## src/rtl/mem_arbiter_pkg.sv

```systemverilog
// Shared pipeline types for the memory arbiter: grant FSM states and port owners.
package pipes;

    typedef logic [31:0] word_t;

    typedef enum logic [1:0] {
        IDLE = 2'd0,
        IBUS = 2'd1,
        DBUS = 2'd2
    } arb_state_t;

    typedef enum logic {
        OWN_I = 1'b0,
        OWN_D = 1'b1
    } arb_owner_t;

endpackage

```

## src/rtl/mem_arbiter_select.sv

```systemverilog
// Combinational requester picker for mem_arbiter.
// ARB_ROUND_ROBIN_EN: on contention grant the port not granted last;
// otherwise data always beats instruction (the memory-stage op is older).
module arb_select
    import pipes::*;
(
    input  logic       ivalid,
    input  logic       dvalid,
    input  arb_owner_t last_owner,
    output logic       grant_valid,
    output arb_owner_t owner
);

    // Pick the owner for a grant taken this cycle.
    always_comb begin
        grant_valid = ivalid | dvalid;
        owner       = OWN_I;
        if (dvalid && !ivalid) begin
            owner = OWN_D;
        end else if (dvalid && ivalid) begin
`ifdef ARB_ROUND_ROBIN_EN
            owner = (last_owner == OWN_I) ? OWN_D : OWN_I;
`else
            owner = OWN_D;
`endif
        end
    end

`ifndef ARB_ROUND_ROBIN_EN
    // Fixed priority has no use for the grant history.
    logic unused_last;
    assign unused_last = last_owner;
`endif

endmodule

```

## src/rtl/mem_arbiter.sv

```systemverilog
// Fetch/data to unified memory port arbiter for the 5-stage MIPS core.
// Optional feature: define ARB_ROUND_ROBIN_EN for alternating grants on contention.
module mem_arbiter
    import pipes::*;
#(
    parameter int unsigned TIMEOUT_W = 8
) (
    input  logic        clk,
    input  logic        reset,
    input  logic        ireq_valid,
    input  logic [31:0] ireq_addr,
    output logic        iresp_valid,
    output logic [31:0] iresp_data,
    input  logic        dreq_valid,
    input  logic        dreq_write,
    input  logic [31:0] dreq_addr,
    input  logic [31:0] dreq_wdata,
    output logic        dresp_valid,
    output logic [31:0] dresp_data,
    output logic        mem_valid,
    output logic        mem_write,
    output logic [31:0] mem_addr,
    output logic [31:0] mem_wdata,
    input  logic        mem_ready,
    input  logic [31:0] mem_rdata,
    output logic        istall,
    output logic        dstall,
    output logic        mem_err
);

    // Counter value one short of saturation; the step from here sets mem_err.
    localparam logic [TIMEOUT_W-1:0] CNT_PRESAT = {{(TIMEOUT_W-1){1'b1}}, 1'b0};

    arb_state_t           state;
    arb_state_t           state_next;
    arb_owner_t           grant_owner;
    arb_owner_t           last_owner;
    logic                 grant_valid;
    logic                 grant;
    logic                 busy;
    logic [TIMEOUT_W-1:0] wait_cnt;

    arb_select u_select (
        .ivalid      (ireq_valid),
        .dvalid      (dreq_valid),
        .last_owner  (last_owner),
        .grant_valid (grant_valid),
        .owner       (grant_owner)
    );

    assign busy  = (state != IDLE);
    assign grant = (state == IDLE) && grant_valid;

    // Grant FSM state register.
    always_ff @(posedge clk) begin
        if (reset) state <= IDLE;
        else       state <= state_next;
    end

    // Next state plus response/stall outputs; read data passes straight through.
    always_comb begin
        state_next  = state;
        mem_valid   = busy;
        iresp_valid = (state == IBUS) && mem_ready;
        dresp_valid = (state == DBUS) && mem_ready;
        iresp_data  = '0;
        dresp_data  = '0;
        unique case (state)
            IDLE: begin
                if (grant_valid) state_next = (grant_owner == OWN_D) ? DBUS : IBUS;
            end
            IBUS, DBUS: begin
                if (mem_ready) state_next = IDLE;
            end
            default: state_next = IDLE;
        endcase
        if (iresp_valid) iresp_data = mem_rdata;
        if (dresp_valid) dresp_data = mem_rdata;
        istall = ireq_valid && !iresp_valid;
        dstall = dreq_valid && !dresp_valid;
    end

    // Capture the granted request; held unchanged for the whole access.
    always_ff @(posedge clk) begin
        if (reset) begin
            mem_addr  <= '0;
            mem_write <= 1'b0;
            mem_wdata <= '0;
        end else if (grant) begin
            if (grant_owner == OWN_D) begin
                mem_addr  <= dreq_addr;
                mem_write <= dreq_write;
                mem_wdata <= dreq_wdata;
            end else begin
                mem_addr  <= ireq_addr;
                mem_write <= 1'b0;
                mem_wdata <= '0;
            end
        end
    end

    // Wait counter and sticky timeout flag; the access is never aborted.
    always_ff @(posedge clk) begin
        if (reset) begin
            wait_cnt <= '0;
            mem_err  <= 1'b0;
        end else if (grant) begin
            wait_cnt <= '0;
        end else if (busy && !mem_ready && (wait_cnt != '1)) begin
            wait_cnt <= wait_cnt + 1'b1;
            if (wait_cnt == CNT_PRESAT) mem_err <= 1'b1;
        end
    end

`ifdef ARB_ROUND_ROBIN_EN
    // Remember who won the most recent grant.
    always_ff @(posedge clk) begin
        if (reset)      last_owner <= OWN_I;
        else if (grant) last_owner <= grant_owner;
    end
`else
    assign last_owner = OWN_I;
`endif

endmodule
```

## config.mk

```make
export PLATFORM = sky130hd
export DESIGN_NAME = mem_arbiter
export DESIGN_NICKNAME = d
export VERILOG_FILES = /design/src/rtl/mem_arbiter_pkg.sv /design/src/rtl/mem_arbiter_select.sv /design/src/rtl/mem_arbiter.sv
export SDC_FILE = /design/constraint.sdc
export NUM_CORES = 1
export LEC_CHECK = 0
export BUFFER_PORTS_ARGS = -buffer_cell sky130_fd_sc_hd__buf_2
export CELL_PAD_IN_SITES_DETAIL_PLACEMENT = 1
export CELL_PAD_IN_SITES_GLOBAL_PLACEMENT = 2
export CORE_ASPECT_RATIO = 1.25
export CORE_MARGIN = 1.5
export CORE_UTILIZATION = 22
export DETAILED_ROUTE_END_ITERATION = 16
export HOLD_SLACK_MARGIN = 0.05
export PLACE_DENSITY_LB_ADDON = 0.12
export SETUP_SLACK_MARGIN = 0.1
export SLEW_MARGIN = 10
export SYNTH_ARGS = -nofsm -noshare
export SYNTH_HDL_FRONTEND = slang
export SYNTH_SLANG_ARGS = --single-unit
export TNS_END_PERCENT = 5
```

## constraint.sdc

```tcl
create_clock -name clk -period 3.8 [get_ports clk]
set_input_delay 0.38 -clock clk [delete_from_list [all_inputs] [get_ports clk]]
set_output_delay 0.38 -clock clk [all_outputs]
set_load 0.02 [all_outputs]
```

## Word level (Yosys, flattened, before mapping)

Index checks and enable logic that the tools add are counted.

| word-level totals | value |
|---|---|
| register bits | 76 |
| bits of input ports | 134 |
| output and inout bits | 135 |
| word-level logic and storage cells | 45 |

| operators by class | value |
|---|---|
| add/sub/neg operators | 1 |
| equal/unequal tests | 6 |
| mux-type cells | 11 |
| bitwise logic cells | 2 |
| reduce and logical (&&, ||, !) cells | 19 |

Operators with widths:

| operator | number |
|---|---|
| two-way mux 32 bit | 4 |
| logical AND 1 bit | 9 |
| adder 8 x 1 -> 8 bit, second input constant | 1 |
| equality test 8 bit, second input constant | 1 |
| inequality test 8 bit, second input constant | 1 |
| two-way mux 2 bit | 3 |
| zero test 1 bit | 4 |
| inequality test 2 bit, second input constant | 2 |
| case mux 2 bit (2 select lines) | 1 |
| OR reduction 2 bit | 2 |
| two-way mux 1 bit | 3 |
| AND reduction 3 bit | 1 |
| equality test 2 x 1 -> 1 bit, second input constant | 1 |
| equality test 2 bit, second input constant | 1 |
| zero test 2 bit | 1 |
| AND reduction 2 bit | 1 |
| nonzero test 2 bit | 1 |
| NOT 1 bit | 1 |
| OR 1 bit | 1 |

## Depth between registers and ports, before layout

Gate-level depths: netlist (run 1).

| logic depth | value |
|---|---|
| depth in word-level cells | 6 |
| gate-level depth with buffers | 7 |
| mapped depth without buffers | 5 |

## Cells and area by module

Synthesis (run 1) repeated with hierarchy kept, for this count alone.

| unflattened totals | value |
|---|---|
| cell total of the unflattened synthesis | 367 |
| area, all modules | 3418.3 um2 |

By module, submodules not included:

| module | times used | cells an instance | area an instance (um2) | seq. area each (um2) |
|---|---|---|---|---|
| mem_arbiter | 1 | 365 | 3408.3 | 1521.5 |
| arb_select | 1 | 2 | 10.0 | 0.0 |

## Worst setup path before layout (run 1)

No wires, ideal clock.

| path | value |
|---|---|
| path type | register -> register |
| start point | reg state[0] |
| end point | reg wait_cnt[6] |
| setup time | 0.072 ns |
| data arrival time | 1.612 ns |
| path slack | 2.116 ns |
| stages on the path, launching flop included | 7 |
| buffers on the path | 1 |
| cells stage by stage | dfxtp_1 > inv_1 > ha_1 > buf_2 > or3b_1 > nor4b_2 > mux2i_1 |

| between the ends | value |
|---|---|
| longest elaborated chain between the ends | 3 |

RTL lines:

| item | line | RTL |
|---|---|---|
| start, declared | mem_arbiter.sv:34 | `arb_state_t state;` |
| start signal, assigned | mem_arbiter.sv:57 | `else state <= state_next;` |
| zero test 2 bit / nonzero test 2 bit (equally long branches) | mem_arbiter.sv:52, mem_arbiter.sv:51 |  |
| logical AND 1 bit, on equally long branches | mem_arbiter.sv:52, mem_arbiter.sv:109 |  |
| OR reduction 2 bit (no source line) / logical AND 1 bit (equally long branches) | -- |  |
| end signal, assigned | mem_arbiter.sv:110 | `wait_cnt <= wait_cnt + 1'b1;` |
| end, declared | mem_arbiter.sv:41 | `logic [TIMEOUT_W-1:0] wait_cnt;` |

Parallel ways exist; a longest one is shown, timed or not.
A chain may end at the register's enable or synchronous reset.

## Worst setup path after layout (run 1)

| path | value |
|---|---|
| start point | reg state[0] |
| end point | out dstall |

| between the ends | value |
|---|---|
| longest elaborated chain between the ends | 4 |

RTL lines:

| item | line | RTL |
|---|---|---|
| equality test 2 bit | mem_arbiter.sv:65 | `dresp_valid = (state == DBUS) && mem_ready;` |
| logical AND 1 bit | mem_arbiter.sv:65 |  |
| zero test 1 bit | mem_arbiter.sv:80 | `dstall = dreq_valid && !dresp_valid;` |
| logical AND 1 bit | mem_arbiter.sv:80 |  |
| end, declared | mem_arbiter.sv:27 | `output logic dstall,` |

No other way between the ends.

==> results.py, run 1 <==
metrics = {
    "layout": {
        "number_of_fillers_in_the_final_layout": 1938,
        "final_nets": 756,
        "syn2layout_area_growth_pct": 51.4,
        "n_antenna_cell": 0,
        "layout-drive-gt1-share": 0.475,
    },
    "power": {
        "power.switching_fraction": 0.298,
        "p_clk_frac": 0.398,
        "seqPwrFrac": 0.371,
        "leakagePower_nw": 3.00,
        "power_report.internal_total_mw": 1.73,
        "power_frac_comb": 0.231,
        "net-switching-power_uw": 733,
        "design_power_total_mw": 2.46,
        "worst_ir_drop_vdd_mv": 0.201,
        "p_per_area_mw_per_mm2": 463,
    },
    "sta": {
        "finalCritPeriodShare": 0.633,
        "worst_margin_pin_slew_ns": 0.978,
        "slew_headroom": 0.348,
        "final_slew_viol_count": 0,
        "setup_violations": 0,
        "total_negative_setup_slack_ns": 0,
        "finalClockSkew_ns": 0.0114,
        "final-hold-violation-count": 0,
        "fmax_mhz": 415,
        "grt_setup_unrepaired": "no",
        "min_period_ns": 2.41,
    },
    "worst_setup_path": {
        "worst_ep_required_time_ns": 3.42,
        "arrival_ns": 2.03,
        "cp_slowest_cell": "ha_1",
        "path_max_fanout": 33,
        "slowest_delay_ns": 0.80,
        "cp_num_buf_inv": 2,
        "crit_chain": "inv_1 -> ha_1 -> and2_1 -> nor2b_1 -> buf_2",
        "criticalPathCategory": "reg -> out",
        "cell_family_contributing_the_most_delay_on_the_critical_path": "adder cells",
        "worst_setup_path_start_kind": "flop",
        "worstSetupEndpointType": "output port",
    },
    "clocking": {
        "cts_resized": 0,
        "clockBufferDepth": 2,
        "cts_tree": "yes",
        "clock_sinks": 76,
        "cts.htree.levels": 3,
        "cts.hold.buffers_added": 0,
        "cts_setup_buffers": 0,
        "path_clk_slew_ns": 0.07,
        "insertion_delay_ns": 0.33,
        "cts-root-buf": "clkbuf_16",
        "cts_made_buffers": 9,
    },
    "logic_synthesis": {
        "synth_nets": 511,
        "syn_area_per_cell_um2": 9.44,
        "synth-seq-cells": 76,
        "synthesis.yosys.warnings": 0,
        "synthMostInstantiatedCell": "dfxtp_1",
        "synthTopCellsByArea": "dfxtp_1 (43%), and3_1 (12%), mux2i_1 (9.7%)",
        "top_cells_by_instance_count_after_synthesis": "dfxtp_1 (76), and3_1 (68), a211oi_1 (36), mux2i_1 (34), nor2_1 (34)",
        "edff_count_synth": 0,
        "ys_flop_type": "dfxtp_1",
        "yosysUniqueCellTypes": 34,
        "async_flop_share": 0,
        "synthDominantAreaCellType": "dfxtp_1",
        "netlist.area_leader.share": 0.433,
        "synthesis.area_mm2": 0.00351,
        "synth_seq_area_share": 0.433,
        "synth_cells": 372,
    },
    "global_route": {
        "grt_overflow": 0,
        "grt_first_pass_wirelength_um": 19100,
        "initial_antenna_violation_count": 0,
        "grt_max_degree": 73,
        "first_global_vias": 3743,
        "track_usage": 0.145,
    },
    "floorplanning": {
        "floorplan.die.height_um": 144,
        "floorplan.die.width_um": 116,
        "initial_cell_density_of_the_core": 0.226,
        "fp.dieArea_mm2": 0.0167,
        "rows": 51,
        "top_level_ports": 269,
        "core-area_mm2": 0.0156,
    },
    "route": {
        "final_antenna_net_count": 0,
        "drt-wirelength-per-cell_um": 15.2,
        "detailroute.wirelength.met2_um": 6680,
        "route.final.wire_length_um": 12700,
        "via_per_inst": 4.49,
        "routed-via-count": 3738,
        "detail_route.iter0.violations": 110,
        "met3RoutedLength_um": 1020,
        "drt_drc_violations_left": 0,
        "highest-signal-layer": "met4",
        "routedLengthMet1_um": 4830,
        "drt_pre_antenna_iters": 6,
    },
    "place": {
        "place.gp.congestion": 0.717,
        "port-buffer-count": 268,
        "dp_hpwl_um": 9690,
    },
    "run_status": {
        "run_status": "completed",
    },
    "hold_path": {
        "hold_class": "in -> reg",
    },
    "flow_run": {
        "cap_viol_max_count": 0,
    },
}
-- metal layers --
metal | GRT usage | up-vias
met3 | 0.0427 | 8
met5 | 0 | -
met4 | 0.0424 | 0
met2 | 0.270 | 147
met1 | 0.157 | 1718
li1 | - | 1865
-- stage by stage --
step                setup slack (ns)  cell area, µm²  instances  hold slack [ns]   util
floorplan                       2.12            3510        372            0.464      -
detailed placement              1.50            4980        818            0.454  0.320
global route                    1.23            5320        833            0.246  0.342
finish                          1.39            5320        833            0.258  0.342
global placement                1.57            4980        818            0.452  0.320
CTS                             1.31            5320        833            0.237  0.342
-- worst reg2reg max path, stage by stage (launching register included) --
cell and delay (ns):
dfxtp_1 0.34, inv_1 0.08, ha_1 0.37, o21a_2 0.60
buf_4 0.46, nor2_1 0.09, a211oi_1 0.23
-- logic make-up after synthesis --
kind of cell	after synthesis	share of synthesized area
DFF	76	0.433
buffers and inverters	43	0.0534
muxes	35	0.101
and+or+nand+nor	129	0.208
AOI/OAI and AO/OA	84	0.187
adders and majority gates	5	0.0178
-- layout by cell type (no fill, tap or decap), drive strengths merged, types with 2 or more instances in the layout --
master  instances
nor3            3
or3             2
a211oi         36
mux2i          34
inv             6
and3           68
a21o            2
o21ai           2
nand2           4
bufinv          3
a22o           33
a31oi           4
nand2b          2
nor4b           2
ha              5
buf           272
nor2b           2
clkbuf          9
nand3           3
nor2           35
and2            5
a21oi           4
dfxtp          76
-- flip-flops by register name, indices dropped and copies added, names as in the netlist --
register	count
mem_wdata	32
mem_err	1
state	2
mem_addr	32
wait_cnt	8
mem_write	1
-- cell type report --
cell class,instances,area (µm²),share of cell area
clock buffers,9,225,0.0423
clock inverters,6,111,0.0209
inverters,5,18.8,0.00353
multi-input cells,253,1810,0.339
flip-flops and latches,76,1520,0.286
well taps,212,265,0.0499
repair buffers,272,1370,0.258
-- worst paths after layout --
| check | from | endpoint | slack (ns) | depth (start not counted) |
|---|---|---|---|---|
| max | state[0] | dstall | 1.39 | 5 |
| min | dreq_wdata[14] | mem_wdata[14] | 0.26 | 2 |
| max reg2reg | state[0] | mem_addr[31] | 1.53 | 6 |
| min reg2reg | mem_wdata[19] | mem_wdata[19] | 0.47 | 1 |
-- power by group through the flow --
| stage | Clock [mW] | Sequential (mW) | Combinational, mW |
|---|---|---|---|
| 2_1_floorplan | 0 | 1.02 | 0.261 |
| 3_3_place_gp | 0 | 0.928 | 0.568 |
| 3_5_place_dp | 0 | 0.930 | 0.581 |
| 4_1_cts | 1.02 | 0.915 | 0.580 |
| 5_1_grt | 1.04 | 0.925 | 0.624 |
| 6_report | 0.979 | 0.914 | 0.568 |
(Power assumes the default switching activity.)
==> run 2, diff against run 1 <==
CORE_UTILIZATION = 21   (was 22)
clock period = 2.4 ns   (was 3.8 ns; I/O delays follow)
==> run 2 against run 1 <==
Net effect: critical path depth unchanged; die area is 4.6% higher; clock skew shrank 0.0035 ns; wire length decreased by 0.71%; largest cell class unchanged; largest power group unchanged.
==> results.py, run 2 (synthesis results as in run 1) <==
metrics = {
    "run_status": {
        "run_status": "completed",
    },
    "route": {
        "drt_pre_antenna_iters": 4,
        "route.final.wire_length_um": 12600,
        "detail_route.iter0.violations": 109,
        "routed-via-count": 3749,
        "final_antenna_net_count": 0,
        "drt-wirelength-per-cell_um": 15.0,
        "via_per_inst": 4.46,
        "drt_drc_violations_left": 0,
    },
    "flow_run": {
        "cap_viol_max_count": 0,
    },
    "sta": {
        "finalCritPeriodShare": 0.917,
        "min_period_ns": 2.20,
        "grt_setup_unrepaired": "yes",
        "finalClockSkew_ns": 0.00790,
        "setup_violations": 0,
        "total_negative_setup_slack_ns": 0,
        "slew_headroom": 0.396,
        "final_slew_viol_count": 0,
        "final-hold-violation-count": 0,
        "final.setup.worst_slack_ns": 0.198,
        "worst_margin_pin_slew_ns": 0.907,
        "fmax_mhz": 454,
    },
    "layout": {
        "final_nets": 759,
        "number_of_fillers_in_the_final_layout": 1965,
        "largest_registers": "mem_addr x32, mem_wdata x32, wait_cnt x8",
        "final_core_util": 0.329,
        "n_antenna_cell": 0,
        "final_common_cell": "buf_2",
        "syn2layout_area_growth_pct": 52.2,
        "layout-drive-gt1-share": 0.478,
        "final_cell_mix": "buf_2 (268), dfxtp_1 (76), and3_1 (68)",
    },
    "floorplanning": {
        "floorplan.die.height_um": 148,
        "initial_cell_density_of_the_core": 0.216,
        "floorplan.die.width_um": 119,
        "core-area_mm2": 0.0163,
        "top_level_ports": 269,
        "fp.dieArea_mm2": 0.0175,
        "rows": 52,
    },
    "clocking": {
        "cts.hold.buffers_added": 0,
        "cts_setup_buffers": 0,
        "cts_made_buffers": 9,
        "clockBufferDepth": 2,
        "clock_sinks": 76,
        "path_clk_slew_ns": 0.06,
        "cts-root-buf": "clkbuf_16",
        "cts_tree": "yes",
        "insertion_delay_ns": 0.34,
        "cts.htree.levels": 3,
        "cts_resized": 0,
    },
    "worst_setup_path": {
        "worst_ep_required_time_ns": 2.16,
        "worst_setup_path_start_kind": "flop",
        "path_max_fanout": 20,
        "arrival_ns": 1.96,
        "criticalPathCategory": "reg -> out",
        "timing.reg2reg.worst_path_depth": 6,
        "worstSetupEndpointType": "output port",
    },
    "global_route": {
        "grt_overflow": 0,
        "initial_antenna_violation_count": 0,
        "grt_first_pass_wirelength_um": 19700,
        "first_global_vias": 3800,
        "grt_max_degree": 73,
        "track_usage": 0.141,
    },
    "hold_path": {
        "hold_class": "in -> reg",
        "min_path_cells": 2,
    },
    "power": {
        "worst_ir_drop_vdd_mv": 0.248,
        "leakagePower_nw": 3.01,
        "p_per_area_mw_per_mm2": 723,
        "design_power_total_mw": 3.86,
    },
    "place": {
        "port-buffer-count": 268,
        "place.gp.congestion": 0.711,
        "pre_cts_slack_ns": 0.474,
        "dp_hpwl_um": 9560,
    },
}
run 2: worst max-delay path: stages, from the launching register on:
cell,delay [ns]
dfxtp_1,0.32
inv_1,0.10
ha_1,0.57
buf_4,0.29
and3_1,0.16
buf_2,0.17
run 2: path summary, 6_finish.rpt:
path / end / slack (ns) / start
min reg2reg: mem_wdata[27] / 0.47 / mem_wdata[27]
max: iresp_data[30] / 0.20 / state[1]
max reg2reg: mem_addr[11] / 0.50 / state[1]
min: mem_wdata[13] / 0.11 / dreq_wdata[13]
run 2: routing by layer:
metal / share of wire / vias up / wire, µm / GRT usage
met1: 0.41 / 1707 / 5110 / 0.159
li1: - / 1872 / - / -
met5: 0 / - / 0 / 0
met3: 0.081 / 12 / 1020 / 0.0490
met4: 0.017 / 0 / 208 / 0.0464
met2: 0.50 / 158 / 6250 / 0.249
run 2: layout make-up:
type | instances | area, µm² | share of cell area
multi-input cells | 253 | 1810 | 0.338
flip-flops and latches | 76 | 1520 | 0.285
clock buffers | 10 | 239 | 0.0447
repair buffers | 275 | 1390 | 0.261
inverters | 5 | 18.8 | 0.00351
well taps | 216 | 270 | 0.0506
clock inverters | 6 | 95.1 | 0.0178
run 2: stage by stage:
step                area, µm²  hold slack, ns  cells
floorplan                3510           0.373    372
global placement         5010           0.452    825
detailed placement       5010           0.451    825
CTS                      5340          0.0966    841
global route             5350          0.0981    841
finish                   5350           0.114    841
run 2: report_power, final:
part	internal (mW)	switching [mW]	total, mW
logic	0.347	0.565	0.912
registers	1.38	0.0592	1.44
clock network	0.950	0.557	1.51
total	2.68	1.18	3.86
==> run 3, diff against run 2 <==
ABC_CLOCK_PERIOD_IN_PS = 2550   (was default)
CORE_UTILIZATION = 22   (was 21)
clock period = 2.55 ns   (was 2.4 ns; I/O delays follow)
==> run 3 against run 2 <==
Net effect: clock power fell by 5%; core utilization is 1.5 points higher; worst setup slack improved by 0.28 ns; clock skew grew 0.0011 ns; combinational power is 5.6% lower.
==> results.py, run 3 (synthesis results as in run 1) <==
metrics = {
    "run_status": {
        "run_status": "completed",
    },
    "sta": {
        "min_period_ns": 2.08,
        "grt_setup_unrepaired": "no",
        "final.setup.worst_slack_ns": 0.475,
        "finalCritPeriodShare": 0.814,
        "worst_margin_pin_slew_ns": 0.877,
        "setup_violations": 0,
        "fin_worst_hold_slack_ns": 0.117,
        "finalClockSkew_ns": 0.00897,
        "slew_headroom": 0.415,
        "final_slew_viol_count": 0,
        "fmax_mhz": 482,
        "total_negative_setup_slack_ns": 0,
        "final-hold-violation-count": 0,
    },
    "layout": {
        "final_cell_mix": "buf_2 (268), dfxtp_1 (76), and3_1 (68)",
        "largest_registers": "mem_addr x32, mem_wdata x32, wait_cnt x8",
        "final_nets": 760,
        "multiInputGateArea_mm2": 0.00180,
        "number_of_fillers_in_the_final_layout": 1928,
        "syn2layout_area_growth_pct": 52.5,
        "n_antenna_cell": 0,
        "final_common_cell": "buf_2",
        "ff_latch_area_mm2": 0.00152,
        "layout-drive-gt1-share": 0.478,
    },
    "place": {
        "dp_hpwl_um": 9730,
        "port-buffer-count": 268,
        "pre_cts_slack_ns": 0.561,
        "place.gp.congestion": 0.747,
    },
    "clocking": {
        "cts_tree": "yes",
        "cts_resized": 0,
        "cts.htree.levels": 3,
        "cts.hold.buffers_added": 0,
        "clockBufferDepth": 2,
        "cts_made_buffers": 9,
        "insertion_delay_ns": 0.35,
        "clock_sinks": 76,
        "path_clk_slew_ns": 0.07,
        "cts_setup_buffers": 0,
        "cts-root-buf": "clkbuf_16",
    },
    "worst_setup_path": {
        "r2r_start": "state[0]",
        "path_max_fanout": 20,
        "timing.reg2reg.worst_path_depth": 6,
        "crit_chain": "inv_1 -> ha_1 -> buf_4 -> and3_1 -> buf_2",
        "crit_start": "state[0]",
        "criticalPathCategory": "reg -> out",
        "arrival_ns": 1.82,
        "slowest_delay_ns": 0.42,
        "cp_num_buf_inv": 3,
        "worstSetupEndpointType": "output port",
        "cp_slowest_cell": "ha_1",
        "worst_ep_required_time_ns": 2.30,
        "worst_setup_path_start_kind": "flop",
        "cell_family_contributing_the_most_delay_on_the_critical_path": "buffers and inverters",
        "critical_path.endpoint": "dresp_data[19]",
        "worstSetupPathDepth": 5,
        "worst-r2r-setup-slack_ns": 0.60,
        "timing.rr.end": "mem_addr[2]",
    },
    "global_route": {
        "track_usage": 0.144,
        "initial_antenna_violation_count": 0,
        "grt_first_pass_wirelength_um": 18600,
        "grt_max_degree": 73,
        "grt_overflow": 0,
        "first_global_vias": 3672,
    },
    "floorplanning": {
        "floorplan.die.width_um": 116,
        "top_level_ports": 269,
        "rows": 51,
        "floorplan.die.height_um": 144,
        "core-area_mm2": 0.0156,
        "initial_cell_density_of_the_core": 0.226,
        "fp.dieArea_mm2": 0.0167,
    },
    "power": {
        "p_per_area_mw_per_mm2": 682,
        "net-switching-power_mw": 1.12,
        "seqPwrFrac": 0.373,
        "design_power_total_mw": 3.65,
        "leakagePower_nw": 3.02,
        "power.switching_fraction": 0.308,
        "p_clk_frac": 0.392,
        "power_report.internal_total_mw": 2.53,
        "power_frac_comb": 0.236,
        "worst_ir_drop_vdd_mv": 0.305,
    },
    "route": {
        "detail_route.iter0.violations": 82,
        "route.final.wire_length_um": 12500,
        "drt_drc_violations_left": 0,
        "routed-via-count": 3768,
        "via_per_inst": 4.50,
        "final_antenna_net_count": 0,
        "drt_pre_antenna_iters": 4,
        "drt-wirelength-per-cell_um": 15.0,
    },
    "hold_path": {
        "hold_class": "in -> reg",
    },
    "flow_run": {
        "cap_viol_max_count": 0,
    },
}
## run 3: cell count changes in the layout (fill, tap and decap cells not counted), sizes merged
cell / before / now
buf: 275 / 276
## run 3: worst min path at each step
stage / startpoint / endpoint / cells after the start
detailed placement: mem_wdata[12] / mem_wdata[12] / 1
finish: dreq_wdata[11] / mem_wdata[11] / 2
floorplan: dreq_wdata[20] / mem_wdata[20] / 1
global route: dreq_wdata[7] / mem_wdata[7] / 2
CTS: dreq_wdata[0] / mem_wdata[0] / 2
global placement: mem_wdata[18] / mem_wdata[18] / 1
## run 3: area by class of cell
cell class,instances,area share
Clock buffer,10,0.0446
Clock inverter,6,0.0173
Inverter,5,0.00350
Multi-Input combinational cell,253,0.337
Sequential cell,76,0.284
Tap cell,212,0.0495
Timing Repair Buffer,276,0.264
## run 3: power by group through the flow
stage | clock network, mW | registers (mW) | logic (mW)
final | 1.43 | 1.36 | 0.861
after global routing | 1.52 | 1.38 | 0.944
after CTS | 1.48 | 1.36 | 0.880
after detailed placement | 0 | 1.39 | 0.880
after global placement | 0 | 1.38 | 0.863
after floorplan | 0 | 1.52 | 0.389
## run 3: worst register-to-register path, cell delays in order, from the launching register on
cell      delay, ns
dfxtp_1        0.33
inv_1          0.09
ha_1           0.36
o21a_2         0.47
buf_4          0.31
nor2_1         0.07
a211oi_1       0.23
## run 3: stage by stage
stage                util  cell area (µm²)  std cells
floorplan               -             3510        372
global placement    0.323             5020        822
detailed placement  0.323             5020        822
CTS                 0.344             5360        838
global route        0.344             5360        838
finish              0.344             5360        838
## run 3: routing by layer
layer	track usage	up-vias	wire (µm)
li1	-	1870	-
met1	0.151	1739	4730
met2	0.264	149	6580
met3	0.0490	10	1090
met4	0.0501	0	148
met5	0	-	0
